[src/rtl/dsp_cic_comp_fir.sv]
// dsp_cic_comp_fir
//   Serial-MAC CIC droop-compensation FIR. One multiplier is shared across
//   all taps, so a full pass takes TAPS cycles plus one output cycle. The
//   input sample rate must not exceed clk/(TAPS+1).
//   The output is rounded (half toward +inf), saturated to BOUT bits and
//   strobed with a one-cycle valid pulse.
// Ports
//   clk       clock (CIC fs clock)
//   rst       asynchronous, active-high reset; aborts a pass in progress
//   din       signed input sample
//   din_vld   input strobe, one cycle per sample
//   dout      signed filtered sample, held between strobes
//   dout_vld  one-cycle output strobe
//   busy      high while a MAC pass runs; a strobe arriving then is dropped
//   sat       high with dout_vld when the output was clipped
//   drop      sticky overrun flag, cleared only by rst
module dsp_cic_comp_fir #(
  parameter int BIN   = 16,
  parameter int BOUT  = 16,
  parameter int CW    = 16,
  parameter int TAPS  = 5,
  parameter int SHIFT = 15,
  parameter logic [CW*TAPS-1:0] COEF = {16'hFC00, 16'h1000, 16'h6800, 16'h1000, 16'hFC00}
) (
  input  logic            clk,
  input  logic            rst,
  input  logic [BIN-1:0]  din,
  input  logic            din_vld,
  output logic [BOUT-1:0] dout,
  output logic            dout_vld,
  output logic            busy,
  output logic            sat,
  output logic            drop
);

  localparam int AW = BIN + CW + $clog2(TAPS) + 1;
  localparam int PW = BIN + CW;
  localparam int RW = AW + 1;  // one guard bit so the rounding add cannot wrap
  localparam int KW = (TAPS > 1) ? $clog2(TAPS) : 1;
  localparam logic [KW-1:0] KLAST = KW'(TAPS - 1);
  localparam logic [RW-1:0] RND =
    (SHIFT > 0) ? (RW'(1) << ((SHIFT > 0) ? SHIFT - 1 : 0)) : '0;
  localparam logic signed [RW-1:0] MAXV = {{(RW-BOUT+1){1'b0}}, {(BOUT-1){1'b1}}};
  localparam logic signed [RW-1:0] MINV = {{(RW-BOUT+1){1'b1}}, {(BOUT-1){1'b0}}};

  typedef enum logic [1:0] {IDLE, MAC, OUT} state_t;

  state_t                 state, state_nxt;
  logic [BIN-1:0]         xbuf [TAPS];
  logic [KW-1:0]          wptr, rptr, k;
  logic signed [AW-1:0]   acc, acc_sum;
  logic signed [CW-1:0]   coef_k;
  logic signed [PW-1:0]   prod;
  logic signed [AW-1:0]   prod_ext;
  logic signed [RW-1:0]   rnd_sum, r;
  logic [BOUT-1:0]        dout_c;
  logic                   sat_c;
  logic                   accept;

  function automatic logic [KW-1:0] ptr_inc(input logic [KW-1:0] p);
    return (p == KLAST) ? '0 : p + KW'(1);
  endfunction

  function automatic logic [KW-1:0] ptr_dec(input logic [KW-1:0] p);
    return (p == '0) ? KLAST : p - KW'(1);
  endfunction

  // A strobe is taken in IDLE and also in OUT, which gives back-to-back
  // throughput of one sample per TAPS+1 cycles.
  assign accept = din_vld && (state != MAC);
  assign busy   = (state == MAC);

  always_comb begin
    state_nxt = state;
    case (state)
      IDLE:    if (din_vld) state_nxt = MAC;
      MAC:     if (k == KLAST) state_nxt = OUT;
      OUT:     state_nxt = din_vld ? MAC : IDLE;
      default: state_nxt = IDLE;
    endcase
  end

  // rptr walks backwards from the newest sample, so tap k meets x[k].
  always_comb begin
    coef_k   = COEF[CW*int'(k) +: CW];
    prod     = coef_k * $signed(xbuf[rptr]);
    prod_ext = {{(AW-PW){prod[PW-1]}}, prod};
    acc_sum  = acc + prod_ext;
    rnd_sum  = {acc_sum[AW-1], acc_sum} + RND;
    r        = rnd_sum >>> SHIFT;
    sat_c    = 1'b0;
    dout_c   = r[BOUT-1:0];
    if (r > MAXV) begin
      sat_c  = 1'b1;
      dout_c = MAXV[BOUT-1:0];
    end else if (r < MINV) begin
      sat_c  = 1'b1;
      dout_c = MINV[BOUT-1:0];
    end
  end

  always_ff @(posedge clk or posedge rst) begin
    if (rst) begin
      state    <= IDLE;
      wptr     <= '0;
      rptr     <= '0;
      k        <= '0;
      acc      <= '0;
      dout     <= '0;
      dout_vld <= 1'b0;
      sat      <= 1'b0;
      drop     <= 1'b0;
      for (int i = 0; i < TAPS; i++) xbuf[i] <= '0;
    end else begin
      state    <= state_nxt;
      dout_vld <= 1'b0;
      sat      <= 1'b0;
      if (din_vld && state == MAC) drop <= 1'b1;
      if (accept) begin
        xbuf[wptr] <= din;
        rptr       <= wptr;
        wptr       <= ptr_inc(wptr);
        acc        <= '0;
        k          <= '0;
      end else if (state == MAC) begin
        acc  <= acc_sum;
        k    <= k + KW'(1);
        rptr <= ptr_dec(rptr);
        // Last tap: the result register loads on the edge entering OUT,
        // so dout_vld is high exactly while the FSM sits in OUT.
        if (k == KLAST) begin
          dout     <= dout_c;
          dout_vld <= 1'b1;
          sat      <= sat_c;
        end
      end
    end
  end

endmodule

[config.mk]
export PLATFORM = sky130hd
export DESIGN_NAME = dsp_cic_comp_fir
export DESIGN_NICKNAME = d
export VERILOG_FILES = /design/src/rtl/dsp_cic_comp_fir.sv
export SDC_FILE = /design/constraint.sdc
export NUM_CORES = 1
export LEC_CHECK = 0
export ABC_AREA = 1
export BUFFER_PORTS_ARGS = -buffer_cell sky130_fd_sc_hd__buf_2
export CORE_ASPECT_RATIO = 1.1
export CORE_MARGIN = 2
export CORE_UTILIZATION = 70
export DETAILED_ROUTE_END_ITERATION = 8
export PLACE_DENSITY = 0.89
export RECOVER_POWER = 50
export SYNTH_ARGS = -nofsm -noshare
export SYNTH_HDL_FRONTEND = slang
export SYNTH_SLANG_ARGS = --single-unit
[constraint.sdc]
create_clock -name clk -period 12.2 [get_ports clk]
set_clock_uncertainty 0.1 [all_clocks]
set_input_delay 1.22 -clock clk [delete_from_list [all_inputs] [get_ports clk]]
set_output_delay 1.22 -clock clk [all_outputs]
set_load 0.01 [all_outputs]
==> summary.txt, run 1 <==
Critical Path Max Stage Delay -> 830 ps
# rows -> 54
Die area -> 21330 sq um
Setup TNS -> 0 ps
Top FF cell, synth -> dfrtp_1
Grt ovf -> 0
Most common library cell in the layout ignoring fill and taps -> nand2_1
Async S/R FF share, synth -> 100.0%
Setup bufs post-CTS -> 0
RSZ-0062 raised after global routing -> false
Top-level I/O count -> 39
Vias in the first global route -> 12700
H-tree Lvls -> 4
Syn Nets -> 2049
Syn-to-layout area delta -> 6.548%
CTS tree -> built
Core Util, Final -> 76.00%
Required time of the critical path -> 12470 ps
Critical path fanouts, max -> 36
Max cap viols -> 3
# DRC -> 0
Detailed-route wire length per cell -> 19.15 um
Post-CTS sizing -> 0
Via Count -> 12120
Placeable Area -> 19800 sq um
Post-synth cell types -> 47
Dpl cells -> 2024
Crit Path Class -> reg2reg
Slew Limit Fails -> 168
Final Critical Period -> 9427 ps
Commonest non-fill, non-tap cells in the layout -> nand2_1, inv_1, fa_1, dfrtp_1, o21ai_0
Starting Density -> 71.33%
Global-route wire length before repair -> 64200 um
DRT antenna net count -> 0
Critical path's slowest cell -> fa_1
Skew-Pair Late Insertion Delay -> 440 ps
Worst path top cell family by delay -> adder cells
N_diodes -> 0
Worst Tran Pin Value -> 3642 ps
FF+latch count, synth -> 136
Status -> finished, violations left
Largest net degree at the start of global routing -> 73
Synth Instances -> 1764
Filler cells -> 1333
Layout Cells excl Fill -> 2056
Fin nets -> 2076
CTS buffer count -> 17
Dpl hpwl -> 28950 um
GPL Wtd Cong -> 0.9725
YS warnings -> 0
GRT Overall Usage -> 38.46%
Crit path arrival time -> 9700 ps
Sequential-to-total area share from yosys stat -> 24.10%
Final worst path period share -> 77.27%
Setup-failing EPs final -> 0
Cell with the most instances on the worst path -> nand2_1
Detailed-routing iteration count for the pre-antenna-repair pass -> 6
Wirelength, routed -> 39370 um
Fin. Hold Viols -> 0
Clock Tree Root -> clkbuf_16
Clock Tree Buf Depth -> 2
Startpoint types -> flop
Critical path capture point type -> flop
TritonCTS Sinks -> 136
Post-synth EDFFs -> 0
Mapped Area -> 14120 sq um
WP buf/inv -> 8
Antenna violations before repair -> 0
Worst hold-check path type -> reg2reg
Violations in the final reports -> max-capacitance violations, max-slew violations
PortBufs -> 38
Cts hold-fix bufs -> 0
Die Y -> 153.0 um
Slew HR -> -142.8%
Die W -> 139.4 um
Mean Syn Cell Area -> 8.005 sq um
Layout cells sized above 1 -> 8.481%
Initial DRC Count -> 1082
FMAX -> 106.1 MHz
Vias per inst -> 5.895
Clk slew on worst S/H paths -> 70 ps
## synthesized netlist by cell type (all sizes together) (3+ instances only)
cell type  number  area, sq um
a22oi           3        22.52
ha             97         1214
o21bai          3        22.52
clkbuf         31        116.4
o21ai         118        590.6
nor3            4        35.03
nand3          65        372.9
a221o          15        150.1
nand2         495         1996
nor2          108        496.7
dfrtp         136         3403
nand3b          5        37.54
nand4          27        175.2
xnor2           4        35.03
inv           395         1483
xor2           16        140.1
fa            169         3383
clkinv          4        16.26
buf             7        68.81
a21oi          48        255.3
a22o            5        43.79
## metal layers
metal  share of wire [%]  vias to the layer above  GRT usage [%]
met5                   0                        -              0
li1                    -                     5422              -
met2                  49                      685          65.99
met4                 6.5                        0          21.50
met3                 7.6                      183          6.704
met1                  36                     5830          46.08
## layout make-up
class                           instances  area [sq um]  share of cell area [%]
Clock buffer                           19         452.9                   3.010
Clock inverter                         13         136.4                  0.9064
Inverter                              399          1500                   9.971
Multi-Input combinational cell       1190          9021                   59.96
Sequential cell                       136          3403                   22.62
Tap cell                              252         315.3                   2.096
Timing Repair Buffer                   47         216.5                   1.439
## kinds of logic after synthesis
logic type,Yosys count,share of synthesized area (%)
compound gates,196,7.877
buf+inv,438,12.00
fa+ha+maj,266,32.55
xor+xnor,20,1.240
flops,136,24.10
simple gates,708,22.23
## tightest hold or removal path, cell delays in order, from the launching register on
cell	delay [ps]
dfrtp_1	340
nand2_1	50
nand2_1	50
## registers in the layout, summed over array words and instances (netlist names)
signal,cells
xbuf,80
acc,26
dout,16
k,3
rptr,3
wptr,3
state,2
dout_vld,1
drop,1
sat,1
## worst paths after layout
| check | start | end | slack, ps | cells after the start |
|---|---|---|---|---|
| setup reg to reg | rptr[0] | dout[12] | 2770 | 38 |
| max in group asynchronous | rst | xbuf[70] | 6070 | 3 |
| hold reg to reg | dout[7] | dout[7] | 380 | 2 |
| setup / recovery | rptr[0] | dout[12] | 2770 | 38 |
| min in group asynchronous | rst | wptr[0] | 1530 | 2 |
| hold / removal | dout[7] | dout[7] | 380 | 2 |
## per-stage QoR
| step | area, sq um | hold slack (ps) | setup slack [ps] |
|---|---|---|---|
| floorplan | 14120 | 335.7 | 4343 |
| global placement | 14510 | 351.6 | 3140 |
| detailed placement | 14510 | 360.7 | 3007 |
| CTS | 15100 | 372.5 | 2863 |
| global route | 15050 | 397.0 | 2147 |
| finish | 15050 | 377.3 | 2773 |
Power of run 1 is not shown: default switching activity piles up to over one toggle a cycle in this logic, so the estimate is an artifact.
==> inputs of run 2 (changes only) <==
Settings changed: CORE_UTILIZATION 70 to 65, PLACE_DENSITY 0.89 to 0.84.
Clock period 12.2 ns to 9.3 ns, I/O delays scaled along.
==> run 2 against run 1 <==
Effect of this change: the run still ends with max-capacitance violations, max-slew violations left; cell area rose by 0.78%; critical path type unchanged; global-route usage fell by 3.8 points; setup slack got worse by 2000 ps; via count fell by 3.5%; sequential cell count did not move; die area rose by 7.5%; clock-buffer cell count fell by 2; core utilization fell by 4.8 points.
==> summary.txt, run 2 (same netlist as run 1, synthesis figures left out) <==
RSZ-0062 raised after global routing -> false
Antenna violations before repair -> 0
Largest registers -> xbuf: 80 flops, acc: 26 flops, dout: 16 flops
Worst Tran Pin Value -> 3962 ps
Die area -> 22920 sq um
Detailed-route wire length per cell -> 17.71 um
GRT Overall Usage -> 34.70%
Cell depth of the worst hold path -> 1
Status -> finished, violations left
Vias per inst -> 5.565
Starting Density -> 66.29%
DRT antenna net count -> 0
Dpl cells -> 2069
Vias in the first global route -> 12040
Die W -> 144.5 um
Fin nets -> 2083
Commonest non-fill, non-tap cells in the layout -> nand2_1, inv_1, fa_1, dfrtp_1, o21ai_0
R2r endpoint -> dout[4]
Critical path capture point type -> flop
FF-to-FF Start -> rptr[0]
CTS buffer count -> 17
Cts hold-fix bufs -> 0
# DRC -> 0
Placeable Area -> 21300 sq um
Fin. Hold Viols -> 0
# rows -> 56
Setup-failing EPs final -> 0
Critical Path Max Stage Delay -> 730 ps
Top-level I/O count -> 39
Dpl hpwl -> 29210 um
Largest net degree at the start of global routing -> 94
Layout cells sized above 1 -> 9.332%
Crit Path Class -> reg2reg
Final worst path period share -> 91.85%
R2r setup slk -> 760 ps
Cell with the most instances on the worst path -> nand2_1
CTS tree -> built
Worst path top cell family by delay -> adder cells
Critical path's slowest cell -> fa_2
Die Y -> 158.6 um
H-tree Lvls -> 4
Global-route wire length before repair -> 60620 um
R2R cell count -> 40
Hold path start -> state[0]
Final Critical Period -> 8542 ps
Worst hold endpoint -> state[0]
WP buf/inv -> 10
GPL Wtd Cong -> 1.001
PortBufs -> 38
Crit path arrival time -> 8760 ps
Critical path fanouts, max -> 16
Skew-Pair Late Insertion Delay -> 430 ps
Clock Tree Buf Depth -> 2
Setup TNS -> 0 ps
Clock Tree Root -> clkbuf_16
Syn-to-layout area delta -> 7.381%
Max cap viols -> 3
Slew HR -> -165.6%
Wirelength, routed -> 37210 um
Biggest register -> xbuf
Layout Cells excl Fill -> 2101
Violations in the final reports -> max-capacitance violations, max-slew violations
Required time of the critical path -> 9520 ps
Max reg flops -> 80
Detailed-routing iteration count for the pre-antenna-repair pass -> 7
N_diodes -> 0
Worst hold-check path type -> reg2reg
TritonCTS Sinks -> 136
Initial DRC Count -> 831
Most common library cell in the layout ignoring fill and taps -> nand2_1
Filler cells -> 1666
Clk slew on worst S/H paths -> 70 ps
Startpoint types -> flop
Grt ovf -> 0
FMAX -> 117.1 MHz
Slew Limit Fails -> 156
Via Count -> 11690
run 2: changes by cell type in the layout (fill, tap and decap cells not counted), sizes merged:
| cell | previous run | this run |
|---|---|---|
| clkbuf | 44 | 37 |
| clkinvlp | 3 | 5 |
| buf | 22 | 34 |
run 2: final cells by class:
cell class / count / area [sq um] / area share, %
multi-input cells: 1190 / 9026 / 59.53
flip-flops and latches: 136 / 3405 / 22.45
inverters: 399 / 1504 / 9.918
clock buffers: 17 / 425.4 / 2.806
well taps: 290 / 362.8 / 2.393
repair buffers: 54 / 282.8 / 1.865
clock inverters: 15 / 157.7 / 1.040
run 2: worst max-delay path by stage:
stage | end | cells past startpoint | slack [ps] | start
2_1_floorplan | dout[0] | 39 | 1440 | rptr[0]
3_3_place_gp | dout[2] | 38 | 650 | rptr[0]
5_1_grt | dout[0] | 35 | 190 | rptr[0]
6_report | dout[4] | 40 | 760 | rptr[0]
4_1_cts | dout[4] | 39 | 450 | rptr[0]
3_5_place_dp | dout[4] | 38 | 490 | rptr[0]
run 2: metrics by stage:
step           hold slack, ps  util, %  area, sq um  setup WS, ps
2_1_floorplan           335.7        -        14120          1443
3_3_place_gp            357.4    68.57        14610         652.0
3_5_place_dp            362.6    68.57        14610         489.8
4_1_cts                 376.5    71.31        15190         451.6
5_1_grt                 400.8    71.19        15160         190.0
6_report                370.7    71.19        15160         758.0
run 2: routing by layer:
metal	vias to the layer above	share of wire [%]	global-route usage, %
li1	5444	-	-
met1	5650	40	43.21
met2	475	50	59.56
met3	124	5.4	5.053
met4	0	5.4	17.01
met5	-	0	0
run 2: what timing repair did:
action,4_1_cts,5_1_grt
buffers inserted,0,0
gates resized for setup,0,3
setup endpoints to repair,0,16
Power of run 2 is left out for the same reason.
